$ cat config.mk
export PLATFORM = sky130hd
export DESIGN_NAME = posit_mul_sched
export DESIGN_NICKNAME = d
export VERILOG_FILES = /design/src/rtl/posit_pkg.sv /design/src/rtl/posit_mul_core.sv /design/src/rtl/posit_rr_arbiter.sv /design/src/rtl/posit_mul_sched.sv
export SDC_FILE = /design/constraint.sdc
export NUM_CORES = 2
export LEC_CHECK = 0
export ABC_AREA = 1
export CAP_MARGIN = 20
export CORE_MARGIN = 2
export CORE_UTILIZATION = 60
export DETAILED_ROUTE_END_ITERATION = 8
export PLACE_DENSITY = 0.81
export RECOVER_POWER = 25
export SKIP_LAST_GASP = 1
export SLEW_MARGIN = 0
export SYNTH_ARGS = -nofsm -noshare
export SYNTH_HDL_FRONTEND = slang
export SYNTH_SLANG_ARGS = --single-unit
$ cat constraint.sdc
create_clock -name clk -period 32.9 [get_ports clk]
set_input_delay 6.58 -clock clk [delete_from_list [all_inputs] [get_ports clk]]
set_output_delay 6.58 -clock clk [all_outputs]
set_load 0.01 [all_outputs]
$ cat src/rtl/posit_pkg.sv
// Shared definitions for the posit multiply scheduler.
//  - state_t   : scheduler FSM encoding
//  - POSIT_NAR / POSIT_ZERO : special encodings at the reference width
//  - is_nar / is_zero       : special-value detectors, usable at any width
//                             up to POSIT_MAXW (operand zero-extended)
package posit_pkg;

    localparam int POSIT_BITS = 32;
    localparam int POSIT_MAXW = 64;

    localparam logic [POSIT_BITS-1:0] POSIT_NAR  = {1'b1, {(POSIT_BITS-1){1'b0}}};
    localparam logic [POSIT_BITS-1:0] POSIT_ZERO = {POSIT_BITS{1'b0}};

    typedef enum logic [1:0] {
        ST_IDLE = 2'd0,
        ST_CALC = 2'd1,
        ST_DONE = 2'd2
    } state_t;

    // NaR is a one in the top bit of a width-bit posit and zeros below.
    function automatic logic is_nar(input logic [POSIT_MAXW-1:0] bits,
                                    input int unsigned width);
        return bits == (POSIT_MAXW'(1) << (width - 32'd1));
    endfunction

    function automatic logic is_zero(input logic [POSIT_MAXW-1:0] bits);
        return bits == {POSIT_MAXW{1'b0}};
    endfunction

endpackage

$ cat src/rtl/posit_mul_core.sv
// Combinational posit multiplier (round to nearest even, saturating to
// maxpos/minpos). Zero and NaR are not handled; the caller resolves them.
//  x, y  in   BITS  posit operands
//  p     out  BITS  posit product
module posit_mul_core #(
    parameter int BITS = 32,
    parameter int ES   = 3
) (
    input  logic [BITS-1:0] x,
    input  logic [BITS-1:0] y,
    output logic [BITS-1:0] p
);

    localparam int FB = BITS - 1 - ES;          // stored fraction bits (max)
    localparam int MW = FB + 1;                 // mantissa incl. hidden one
    localparam int PW = 2 * MW;                 // raw product width
    localparam int FW = PW - 1;                 // normalised product fraction
    localparam int LW = 2 + ES + FW + BITS;     // encode vector, room for shift
    localparam int SW = 16;                     // scale width
    localparam logic signed [SW-1:0] KMAX = SW'(BITS - 3);
    localparam logic signed [SW-1:0] KMIN = SW'(2 - BITS);

    // Returns {scale, 1.fraction}; fraction left-aligned, zero padded.
    function automatic logic [SW+MW-1:0] decode(input logic [BITS-1:0] v);
        logic [BITS-2:0] rem;
        logic [BITS-2:0] inv;
        logic [BITS-2:0] sh;
        logic [SW-1:0]   run;
        logic [SW-1:0]   k;
        logic            found;
        rem   = v[BITS-1] ? (~v[BITS-2:0] + (BITS-1)'(1)) : v[BITS-2:0];
        inv   = rem[BITS-2] ? ~rem : rem;
        run   = {SW{1'b0}};
        found = 1'b0;
        // Regime run length = leading zeros of inv.
        for (int i = BITS - 2; i >= 0; i--) begin
            run   = run + {{(SW-1){1'b0}}, ~(found | inv[i])};
            found = found | inv[i];
        end
        k  = rem[BITS-2] ? (run - 16'd1) : (16'd0 - run);
        sh = rem << (run + 16'd1);
        return {(k << ES) + {{(SW-ES){1'b0}}, sh[BITS-2 -: ES]}, 1'b1, sh[FB-1:0]};
    endfunction

    logic [SW+MW-1:0]       dx_s;
    logic [SW+MW-1:0]       dy_s;
    logic [PW-1:0]          pm_s;
    logic [FW-1:0]          frac_s;
    logic [SW-1:0]          sc_s;
    logic signed [SW-1:0]   k_s;
    logic [SW-1:0]          amt_s;
    logic signed [LW-1:0]   vec_s;
    logic [LW-1:0]          sh_s;
    logic [BITS-2:0]        body_s;
    logic                   rnd_s;
    logic [BITS-1:0]        mag_s;

    // Decode, multiply, normalise, re-encode and round.
    always_comb begin
        dx_s   = decode(x);
        dy_s   = decode(y);
        pm_s   = {{MW{1'b0}}, dx_s[MW-1:0]} * {{MW{1'b0}}, dy_s[MW-1:0]};
        // Product of two [1,2) mantissas lies in [1,4); top bit means >= 2.
        frac_s = pm_s[PW-1] ? pm_s[PW-2:0] : {pm_s[PW-3:0], 1'b0};
        sc_s   = dx_s[SW+MW-1:MW] + dy_s[SW+MW-1:MW] + {{(SW-1){1'b0}}, pm_s[PW-1]};
        k_s    = $signed(sc_s) >>> ES;
        // k>=0: k+1 ones then 0; k<0: -k zeros then 1. Arithmetic shift
        // replicates the leading regime bit to build the run.
        amt_s  = k_s[SW-1] ? ~k_s : k_s;
        vec_s  = {(k_s[SW-1] ? 2'b01 : 2'b10), sc_s[ES-1:0], frac_s, {BITS{1'b0}}};
        sh_s   = vec_s >>> amt_s;
        rnd_s  = sh_s[LW-BITS] & ((|sh_s[LW-BITS-1:0]) | sh_s[LW-BITS+1]);
        // Body always contains a zero here, so rounding up cannot overflow.
        body_s = sh_s[LW-1 -: BITS-1] + {{(BITS-2){1'b0}}, rnd_s};
        if (k_s > KMAX) begin
            body_s = {(BITS-1){1'b1}};
        end else if (k_s < KMIN) begin
            body_s = {{(BITS-2){1'b0}}, 1'b1};
        end else begin
            body_s = body_s;
        end
        mag_s = {1'b0, body_s};
        p     = (x[BITS-1] ^ y[BITS-1]) ? (~mag_s + {{(BITS-1){1'b0}}, 1'b1}) : mag_s;
    end

endmodule

$ cat src/rtl/posit_rr_arbiter.sv
// Round-robin arbiter, purely combinational.
//  req     in   NREQ  request vector
//  rr_ptr  in   IDW   index that has highest priority this cycle
//  grant   out  NREQ  one-hot grant (zero when no request)
//  gnt_id  out  IDW   index of the granted requester
//  any_req out  1     at least one request present
module posit_rr_arbiter #(
    parameter int NREQ = 4,
    parameter int IDW  = 2
) (
    input  logic [NREQ-1:0] req,
    input  logic [IDW-1:0]  rr_ptr,
    output logic [NREQ-1:0] grant,
    output logic [IDW-1:0]  gnt_id,
    output logic            any_req
);

    assign any_req = |req;

    // First requester at or after rr_ptr, wrapping modulo NREQ.
    always_comb begin
        int   idx;
        logic found;
        grant  = {NREQ{1'b0}};
        gnt_id = {IDW{1'b0}};
        found  = 1'b0;
        idx    = 0;
        for (int off = 0; off < NREQ; off++) begin
            idx = (int'(rr_ptr) + off) % NREQ;
            if (!found && req[idx[IDW-1:0]]) begin
                grant[idx[IDW-1:0]] = 1'b1;
                gnt_id              = idx[IDW-1:0];
                found               = 1'b1;
            end else begin
                found = found;
            end
        end
    end

endmodule

$ cat src/rtl/posit_mul_sched.sv
// Shares one posit multiplier among NREQ requesters with round-robin
// arbitration; zero and NaR operands are resolved locally.
//  clk, rst            clock, synchronous active-high reset
//  req_valid/req_ready per-requester handshake (ready one-hot or zero)
//  req_x, req_y        packed operands, requester i at [i*BITS +: BITS]
//  resp_valid/ready    product handshake; resp_id, resp_posit held until accepted
//  busy                FSM not idle
//  ops_done            completed responses, wrapping
module posit_mul_sched
    import posit_pkg::*;
#(
    parameter int BITS    = 32,
    parameter int ES      = 3,
    parameter int NREQ    = 4,
    parameter int MUL_LAT = 1,
    parameter int IDW     = 2
) (
    input  logic               clk,
    input  logic               rst,
    input  logic [NREQ-1:0]    req_valid,
    output logic [NREQ-1:0]    req_ready,
    input  logic [NREQ*BITS-1:0] req_x,
    input  logic [NREQ*BITS-1:0] req_y,
    output logic               resp_valid,
    input  logic               resp_ready,
    output logic [IDW-1:0]     resp_id,
    output logic [BITS-1:0]    resp_posit,
    output logic               busy,
    output logic [31:0]        ops_done
);

    localparam int CW = (MUL_LAT > 1) ? $clog2(MUL_LAT) : 1;
    localparam logic [CW-1:0]   CNT_LOAD = CW'(MUL_LAT - 1);
    localparam logic [IDW-1:0]  LAST_ID  = IDW'(NREQ - 1);
    localparam logic [BITS-1:0] NAR_VAL  = {1'b1, {(BITS-1){1'b0}}};

    state_t          state_r;
    state_t          state_nxt_s;
    logic [IDW-1:0]  rr_ptr_r;
    logic [IDW-1:0]  id_r;
    logic [IDW-1:0]  gnt_id_s;
    logic [NREQ-1:0] grant_s;
    logic            any_req_s;
    logic [BITS-1:0] op_x_r;
    logic [BITS-1:0] op_y_r;
    logic [BITS-1:0] mul_p_s;
    logic [BITS-1:0] result_s;
    logic [CW-1:0]   cnt_r;

    posit_rr_arbiter #(.NREQ(NREQ), .IDW(IDW)) u_arb (
        .req     (req_valid),
        .rr_ptr  (rr_ptr_r),
        .grant   (grant_s),
        .gnt_id  (gnt_id_s),
        .any_req (any_req_s)
    );

    posit_mul_core #(.BITS(BITS), .ES(ES)) u_mul (
        .x (op_x_r),
        .y (op_y_r),
        .p (mul_p_s)
    );

    assign busy = (state_r != ST_IDLE);

    // Grant is offered only in IDLE and never while reset is asserted.
    always_comb begin
        if (state_r == ST_IDLE && !rst) begin
            req_ready = grant_s;
        end else begin
            req_ready = {NREQ{1'b0}};
        end
    end

    // Special operands override the core; NaR takes priority over zero.
    always_comb begin
        if (is_nar(POSIT_MAXW'(op_x_r), 32'(BITS)) || is_nar(POSIT_MAXW'(op_y_r), 32'(BITS))) begin
            result_s = NAR_VAL;
        end else if (is_zero(POSIT_MAXW'(op_x_r)) || is_zero(POSIT_MAXW'(op_y_r))) begin
            result_s = {BITS{1'b0}};
        end else begin
            result_s = mul_p_s;
        end
    end

    // Next-state logic.
    always_comb begin
        state_nxt_s = state_r;
        case (state_r)
            ST_IDLE: begin
                if (any_req_s) state_nxt_s = ST_CALC;
                else           state_nxt_s = ST_IDLE;
            end
            ST_CALC: begin
                if (cnt_r == {CW{1'b0}}) state_nxt_s = ST_DONE;
                else                     state_nxt_s = ST_CALC;
            end
            ST_DONE: begin
                if (resp_ready) state_nxt_s = ST_IDLE;
                else            state_nxt_s = ST_DONE;
            end
            default: state_nxt_s = ST_IDLE;
        endcase
    end

    // State register.
    always_ff @(posedge clk) begin
        if (rst) state_r <= ST_IDLE;
        else     state_r <= state_nxt_s;
    end

    // Operand capture, settle counter, response registers and bookkeeping.
    always_ff @(posedge clk) begin
        if (rst) begin
            rr_ptr_r   <= {IDW{1'b0}};
            id_r       <= {IDW{1'b0}};
            op_x_r     <= {BITS{1'b0}};
            op_y_r     <= {BITS{1'b0}};
            cnt_r      <= {CW{1'b0}};
            resp_valid <= 1'b0;
            resp_id    <= {IDW{1'b0}};
            resp_posit <= {BITS{1'b0}};
            ops_done   <= 32'd0;
        end else begin
            case (state_r)
                ST_IDLE: begin
                    if (any_req_s) begin
                        op_x_r <= req_x[int'(gnt_id_s)*BITS +: BITS];
                        op_y_r <= req_y[int'(gnt_id_s)*BITS +: BITS];
                        id_r   <= gnt_id_s;
                        cnt_r  <= CNT_LOAD;
                    end
                end
                ST_CALC: begin
                    if (cnt_r != {CW{1'b0}}) begin
                        cnt_r <= cnt_r - {{(CW-1){1'b0}}, 1'b1};
                    end else begin
                        resp_valid <= 1'b1;
                        resp_id    <= id_r;
                        resp_posit <= result_s;
                    end
                end
                ST_DONE: begin
                    if (resp_ready) begin
                        resp_valid <= 1'b0;
                        ops_done   <= ops_done + 32'd1;
                        rr_ptr_r   <= (id_r == LAST_ID) ? {IDW{1'b0}}
                                                        : id_r + {{(IDW-1){1'b0}}, 1'b1};
                    end
                end
                default: begin
                    resp_valid <= 1'b0;
                end
            endcase
        end
    end

endmodule
Word-level counts from Yosys, hierarchy flattened --
Cells that the tools add are included.
Word-level totals: bits in registers 138, input port bits 263, output and inout bits 72, word-level logic and storage cells 329
Cells by class: $add $sub $neg 80, multiply operators 1, $lt $le $gt $ge 10, eq/ne operators 8, shifts and indexed selects 5, multiplexer cells 53, bitwise logic cells 136, reduce and logical (&&, ||, !) cells 26
Operators by type and width (count):
- adder 16 x 1 -> 16 bit | 59
- indexed part select 128 x 8 -> 32 bit | 2
- two-way mux 31 bit | 6
- inverter 31 bit | 4
- two-way mux 32 bit | 3
- >>> shifter 94 x 16 -> 94 bit | 1
- adder 32 x 1 -> 32 bit (second input constant) | 2
- == test 32 bit (second input constant) | 2
- logical NOT 32 bit | 2
- inverter 1 bit | 64
- adder 31 x 1 -> 31 bit (second input constant) | 2
- OR reduction 62 bit | 1
- << shifter 31 x 16 -> 31 bit | 2
- bitwise OR 1 bit | 61
- multiplier 29 x 29 -> 58 bit | 1
- two-way mux 57 bit | 1
- adder 16 x 1 -> 16 bit (second input constant) | 2
- adder 16 x 3 -> 16 bit | 2
- inverter 31 -> 32 bit | 1
- adder 31 x 1 -> 31 bit | 1
- two-way mux 13 bit | 2
- subtractor 1 x 13 -> 13 bit (first input constant) | 2
- subtractor 13 x 1 -> 13 bit (second input constant) | 2
- two-way mux 4 bit | 5
- other kinds (32) | 89

Depth between registers and ports, before layout --
depth after elaboration 56, depth in mapped cells 142, gate-level depth less buffers 136

Hierarchy --
Synthesis repeated with hierarchy kept, for this count alone.
Second synthesis, totals: cells, all modules 8514, area, all modules 53756.6 um^2
By module, submodules not included:
- posit_mul_core | instances 1, cells an instance 7169, area an instance 45351.0 um^2, sequential area each 0.0 um^2
- posit_mul_sched | instances 1, cells an instance 1262, area an instance 7871.3 um^2, sequential area each 2742.6 um^2
- posit_rr_arbiter | instances 1, cells an instance 83, area an instance 534.3 um^2, sequential area each 0.0 um^2

Worst setup path before layout --
Ideal clock, no wire load.
path kind register -> register, start point register op_x_r[0], end point register resp_posit[30], library setup time 0.132 ns, arrival time 21.506 ns, data required time 32.768 ns, slack 11.262 ns, cell stages (with the launch flop) 130, buffers on the path 4, period minus slack after synthesis 21.638 ns, cells stage by stage dfxtp_1 inv_1 ha_1 inv_1 nor3_1 inv_2 nor4_4 nand4_1 nor3_1 inv_1 nor3_2 inv_1 nor2_1 nand3_1 nand2_1 xor2_1 xor2_1 nand2_1 [94 not listed] nand3_1 nand2_1 inv_1 nor3_1 nand3_1 a21boi_0 ha_1 nand3_1 nor2_2 nand2_2 nor2_8 nand3_2 nor2_1 nand3_1 nand2_1 nand2_1 nand3_1 a21oi_1
Between the ends: cells in the longest elaborated chain, start to end 56, elaborated cells between the ends (all ways) 127, those cells by class add/sub (39); mul (1); order compare (2); eq/ne (1); shift (2); mux (11); bitwise (67); reduce/logical (4)
Ends and longest elaborated chain:
- start: declaration | RTL line posit_mul_sched.sv:44 | logic [BITS-1:0] op_x_r;
- start signal: assignment | RTL line posit_mul_sched.sv:117 | op_x_r <= {BITS{1'b0}};
- start signal: assignment | RTL line posit_mul_sched.sv:128 | op_x_r <= req_x[int'(gnt_id_s)*BITS +: BITS];
- branches (longest 55 deep; another with adder 31 x 1 -> 31 bit)
- two-way mux 32 bit (*) | RTL line posit_mul_sched.sv:77 | if (is_nar(POSIT_MAXW'(op_x_r), 32'(BITS)) || is_nar(POSIT_MAXW'(op_y_r), 32'(BITS))) begin
- end signal: assignment | RTL line posit_mul_sched.sv:122 | resp_posit <= {BITS{1'b0}};
- end signal: assignment | RTL line posit_mul_sched.sv:140 | resp_posit <= result_s;
- end: declaration | RTL line posit_mul_sched.sv:27 | output logic [BITS-1:0] resp_posit,
Mark *: on every way between the ends. A chain may end at the register's enable or synchronous reset.

Worst setup path after layout --
Ends and elaborated chain as after synthesis.

==> flow_metrics.env <==
export IMPL_status="finished with violations"
export IMPL_violations="design-rule violations, max-capacitance violations, max-slew violations"
export IMPL_drive_gt1_share_pct=4.11
export IMPL_die_w_um=302
export IMPL_syn_num_nets=9651
export IMPL_cts_buffers=17
export IMPL_endpoint_kind="flop"
export IMPL_nets=9715
export IMPL_finalHoldViolCount=0
export IMPL_detail_route_antenna_nets=0
export IMPL_routedWlPerCell_um=20.2
export IMPL_grt_use_total_pct=42.3
export IMPL_grt_busiest_layer="met2"
export IMPL_required_ns=33.17
export IMPL_rsz0062_at_grt="no"
export IMPL_syn_to_final_growth_pct=8.14
export IMPL_fin_crit_sh_pct=83.3
export IMPL_use_met2_pct=67.3
export IMPL_coreArea_mm2=0.0882
export IMPL_cpMostUsedCell="nand2_1"
export IMPL_grt_pass1_wl_um=297000
export IMPL_tns_ns=0
export IMPL_synth_warnings=0
export IMPL_clkSinkCount=137
export IMPL_synthArstFlopShare_pct=0
export IMPL_via_count=55158
export IMPL_max_freq_mhz=36.5
export IMPL_arrival_ns=27.67
export IMPL_worstHoldStart="resp_posit[3]"
export IMPL_ioPinCount=335
export IMPL_dieHeight_um=302
export IMPL_tightest_slew_ns=3.73
export IMPL_cts_root_buf="clkbuf_16"
export IMPL_drt_iter0_drc=5630
export IMPL_portBuffers=334
export IMPL_finalCriticalPeriod_ns=27.40
export IMPL_crit_path_max_fanout=121
export IMPL_min_path_type="reg2reg"
export IMPL_crit_start="op_x_r[0]"
export IMPL_rows=109
export IMPL_start_util_pct=60.5
export IMPL_max_stage_delay_ns=0.86
export IMPL_clock_skew_ns=0.0137
export IMPL_maxSlewHeadroom_pct=-148
export IMPL_syn_inst=8321
export IMPL_cp_slowest_cell="ha_1"
export IMPL_crit_type="reg2reg"
export IMPL_drv_cap=1
export IMPL_cts_resized=0
export IMPL_drc=2
export IMPL_synth_seq_area_share_pct=5.14
export IMPL_slew_viol_final=85
export IMPL_synth_area_per_cell_um2=6.41
export IMPL_finalSetupViolCount=0
export IMPL_die_area_mm2=0.0913
export IMPL_clockBufferDepth=2
export IMPL_gr_usage_met1_pct=50.0
export IMPL_hold_buffers=0
export IMPL_ys_seq_elements=137
export IMPL_routed_wl_um=194000
export IMPL_synth_cell_area_mm2=0.0534
export IMPL_grt_max_degree=122
export IMPL_antenna_found_initial=7
export IMPL_r2r_start="op_x_r[0]"
export IMPL_post_cts_setup_buffers=0
export IMPL_gp_congestion=1.10
export IMPL_use_met3_pct=10.5
export IMPL_grt_pass1_vias=54000
export IMPL_synth_ff_type="dfxtp_1"
export IMPL_dp_hpwl_um=154000
export IMPL_path_clk_slew_ns=0.07
export IMPL_clock_latency_ns=0.45
export IMPL_synth_edff_count=0
export IMPL_cp_start_kind="flop"
export IMPL_yosysUniqueCellTypes=71
export IMPL_cts_tree="yes"
export IMPL_htreeDepth=4
export IMPL_first_pass_iters=9
export IMPL_viasPerCell=5.76
export IMPL_grt_ovfl_total=0
[final cells by class]
class	instances	area (um^2)
multi-input cells	6217	42900
fillers	8181	30500
inverters	1590	5970
repair buffers	422	4050
flip-flops and latches	137	2740
well taps	1165	1460
clock buffers	18	439
clock inverters	14	158
diodes	5	12.5
[critical path, delay by kind of cell (launching register included)]
| family | cells | cell delay [ns] |
|---|---|---|
| AO/OA/AOI/OAI | 14 | 2.70 |
| XOR/XNOR | 2 | 0.40 |
| adder cells (fa/ha/maj) | 21 | 10.25 |
| buffers and inverters | 24 | 5.08 |
| flip-flops | 1 | 0.34 |
| AND/OR/NAND/NOR | 59 | 8.37 |
[registers in the layout, summed over array words and instances (netlist names)]
register and flops:
state_r 2, rr_ptr_r 2, op_y_r 32, resp_posit 32, resp_id 2, resp_valid 1
op_x_r 32, ops_done 32, id_r 2
[synth_stat cells, drive strengths merged, types with 5 or more instances]
| master | count | area (um^2) |
|---|---|---|
| nand2 | 2180 | 8400 |
| inv | 1559 | 5860 |
| nor2 | 984 | 3930 |
| nand3 | 797 | 4200 |
| fa | 772 | 15500 |
| o21ai | 486 | 2450 |
| ha | 295 | 3690 |
| clkbuf | 260 | 995 |
| a21oi | 227 | 1200 |
| dfxtp | 137 | 2740 |
| buf | 114 | 773 |
| xor2 | 80 | 701 |
| o22ai | 66 | 413 |
| nor3 | 60 | 335 |
| nand4 | 48 | 313 |
| nand3b | 34 | 255 |
| o211ai | 34 | 260 |
| xnor2 | 33 | 289 |
| clkinv | 31 | 116 |
| or2 | 15 | 93.8 |
| nor4 | 14 | 103 |
| o21a | 14 | 105 |
| a31oi | 13 | 81.3 |
| o21bai | 13 | 109 |
| mux2i | 10 | 100 |
| and2 | 8 | 50.1 |
| a211oi | 6 | 45.0 |
| o31ai | 5 | 56.3 |
[metrics by stage]
stage | setup WS, ns | util [%] | hold slack [ns] | instances | area, um^2
after detailed placement | 6.11 | 64.6 | 0.457 | 9527 | 57000
after global routing | 3.63 | 65.4 | 0.490 | 9567 | 57700
after CTS | 6.04 | 65.3 | 0.468 | 9559 | 57600
final | 5.50 | 65.4 | 0.465 | 9568 | 57700
after global placement | 6.57 | 64.6 | 0.453 | 9527 | 57000
after floorplan | 11.26 | - | 0.447 | 8321 | 53400
[kinds of logic (layout without fill, tap and decap cells)]
| group | after synthesis | in the layout | share of synthesized area (%) |
|---|---|---|---|
| AOI/OAI and AO/OA | 881 | 881 | 9.13 |
| xor gates and xnor gates | 113 | 113 | 1.86 |
| adders and majority gates | 1067 | 1067 | 35.9 |
| buffers and inverters | 1967 | 2044 | 14.6 |
| DFF | 137 | 137 | 5.14 |
| muxes | 13 | 13 | 0.251 |
| other | 0 | 5 | 0 |
| and+or+nand+nor | 4143 | 4143 | 33.2 |
[routing by layer]
layer	wire [um]	part of all wire [%]
met4	16800	8.7
met1	70700	37
met2	85600	44
met5	0	0
met3	20500	11
[layout by cell type, fill, tap and decap left out, types with 34 or more instances in the layout]
cell type / count
nand4_1: 46
nand2_1: 2117
o22ai_1: 66
inv_1: 1522
o21ai_0: 469
fa_1: 772
nand3b_1: 34
dfxtp_1: 137
xor2_1: 80
dlygate4sd3_1: 41
inv_2: 35
nand2_2: 48
nor2_1: 942
ha_1: 295
nand3_1: 763
clkdlybuf4s50_1: 292
a21oi_1: 216
nor3_1: 53
buf_4: 83
[path summary, 6_finish.rpt]
path                                        to  depth (start not counted)  slack, ns
worst max-delay path            resp_posit[30]                        120       5.50
worst min-delay path             resp_posit[3]                          2       0.46
worst max register to register  resp_posit[30]                        120       5.50
worst min register to register   resp_posit[3]                          2       0.46
Power is not shown: default switching activity piles up to over one toggle a cycle in this logic, so the estimate is an artifact.
==> edit (config.mk and constraints unchanged) <==
`BITS` is set to 32 in 2 places; all go to 24.
--- a/src/rtl/posit_mul_core.sv
+++ b/src/rtl/posit_mul_core.sv
@@ -5,3 +5,3 @@
 module posit_mul_core #(
-    parameter int BITS = 32,
+    parameter int BITS = 24,
     parameter int ES   = 3
--- a/src/rtl/posit_mul_sched.sv
+++ b/src/rtl/posit_mul_sched.sv
@@ -11,3 +11,3 @@
 #(
-    parameter int BITS    = 32,
+    parameter int BITS    = 24,
     parameter int ES      = 3,
Ports: changed (resized req_x, req_y and resp_posit); port bits go from 335 to 263. No check against the original RTL was run, so the function may have changed too.
==> edit against the unedited design <==
The flow finishes with violations (capacitance limit, slew limit); first-iteration DRC count fell by 41%; final area fell by 35%; worst hold slack got worse by 0.0015 ns; worst setup slack better by 3.4 ns; count of clock-buffer cells in the layout did not move; wire length down 44%; cell count is 33% lower; synthesized area down 36%; sequential cell count down 24; synthesized cell count is 33% lower; critical path type unchanged; critical endpoint is now resp_posit[19]$_SDFFE_PP0P_.
Power is left out: the tool's default activity adds up to more than one toggle a clock period on the data nets, which glitch-free logic cannot reach.
==> edit: results (changes against the unedited design) <==
{| class="wikitable"
! Metric !! Value
|-
| Met1 Wirelength || 42.0 mm (-41%)
|-
| Pre-Repair DR Iteration Count || 6 (-3)
|-
| Placed wire-length estimate || 89.1 mm (-42%)
|-
| Number of distinct library cell variants in the gate-level netlist after synthesis || 64 (-9.9%)
|-
| Endpoint, Worst Hold || resp_posit[11]$_SDFFE_PP0P_
|-
| First DRT Iteration DRCs || 3316 (-41%)
|-
| Global Route met2 Usage || 63.6% (-3.7 points)
|-
| Initial antenna violation count || 3 (-4)
|-
| Capture point of the critical path || resp_posit[19]$_SDFFE_PP0P_
|-
| N_diodes || 3 (-2)
|-
| Amount of wire on met3 after detailed routing || 8.05 mm (-61%)
|-
| Non-clock buffer total of the final layout || 300 (-29%)
|-
| IO buf count || 262 (-22%)
|-
| Non-clock buffers, area share || 7.72% (+0.71 points)
|-
| First-pass GRT wire length || 176 mm (-41%)
|-
| Max-slew violation count || 83 (-2.4%)
|-
| Clock latency on the worst-skew pair || 0.43 ns (-0.02 ns)
|-
| Hold path start || resp_posit[11]$_SDFFE_PP0P_
|-
| Run status || finished, violations left
|-
| Tightest Pin Transition || 3.76 ns (+0.0361 ns)
|-
| Met1 usage || 43.7% (-6.2 points)
|-
| Area of the multi-input gates || 26900 µm² (-37%)
|-
| All-Layer GR Usage || 36.9% (-5.4 points)
|-
| R2R Path Start || op_y_r[0]$_SDFFE_PP0P_
|-
| Yosys reg bits || 113 (-18%)
|-
| Via density per instance || 5.61 (-2.7%)
|-
| Failing checks || capacitance limit, slew limit
|-
| Pin count of the biggest net entering global routing || 101 (-17%)
|-
| Portion of the post-synthesis area used by sequential elements || 6.62% (+1.5 points)
|-
| Placement-stage worst setup slack || 9.38 ns (+3.27 ns)
|-
| Minimum setup slack among reg-to-reg paths || 8.90 ns (+3.40 ns)
|-
| Global routing usage on met3 || 5.07% (-5.5 points)
|-
| Post-Synthesis Net Count || 6369 (-34%)
|-
| Inverter count || 1050 (-34%)
|-
| Maximum clock frequency || 41.7 MHz (+14%)
|-
| Maximum cell stage delay along the critical path || 0.81 ns (-0.05 ns)
|-
| Arr. time, crit path || 24.14 ns (-3.53 ns)
|-
| Top cells by area in the synthesized netlist || sky130_fd_sc_hd__fa_1, sky130_fd_sc_hd__nand2_1, sky130_fd_sc_hd__inv_1
|-
| Maximum fanout count along the critical path || 44 (-64%)
|-
| R2R depth || 109 (-9.2%)
|-
| Commonest cells in the synthesized netlist || sky130_fd_sc_hd__nand2_1, sky130_fd_sc_hd__inv_1, sky130_fd_sc_hd__nor2_1
|-
| Number of fillers in the final layout || 5350 (-35%)
|-
| Max capacitance violation total || 1 (unchanged)
|-
| Sequential cell area || 2260 µm² (-18%)
|-
| Post-Route Skew || 0.0106 ns (-0.00314 ns)
|-
| Number of nets at the end of the flow || 6459 (-34%)
|}
==> edit: cell count changes after synthesis, sizes merged, moves of 24 or more <==
cell	change
a21oi	-27
buf	-27
clkbuf	-118
dfxtp	-24
fa	-380
ha	-94
inv	-533
nand2	-801
nand3	-196
nand3b	-24
nor2	-292
o21ai	-101
==> edit: kinds of logic (layout without fill, tap and decap cells) <==
logic type	after synthesis	count (layout)	synth area share [%]
XOR/XNOR	88	88	2.26
AO/OA/AOI/OAI	701	701	11.0
multiplexers	9	9	0.278
AND/OR/NAND/NOR	2794	2794	34.9
buffers and inverters	1279	1382	14.5
adder cells (fa/ha/maj)	593	593	30.3
other	0	3	0
flip-flops	113	113	6.62
==> edit: stage by stage <==
step                hold WS (ns)  area, µm²  util, %  instances
finish                     0.463      37600     66.8       6439
detailed placement         0.459      37000     65.8       6404
global placement           0.455      37000     65.7       6402
floorplan                  0.447      34100        -       5577
CTS                        0.466      37600     66.8       6436
global route               0.488      37600     66.8       6439
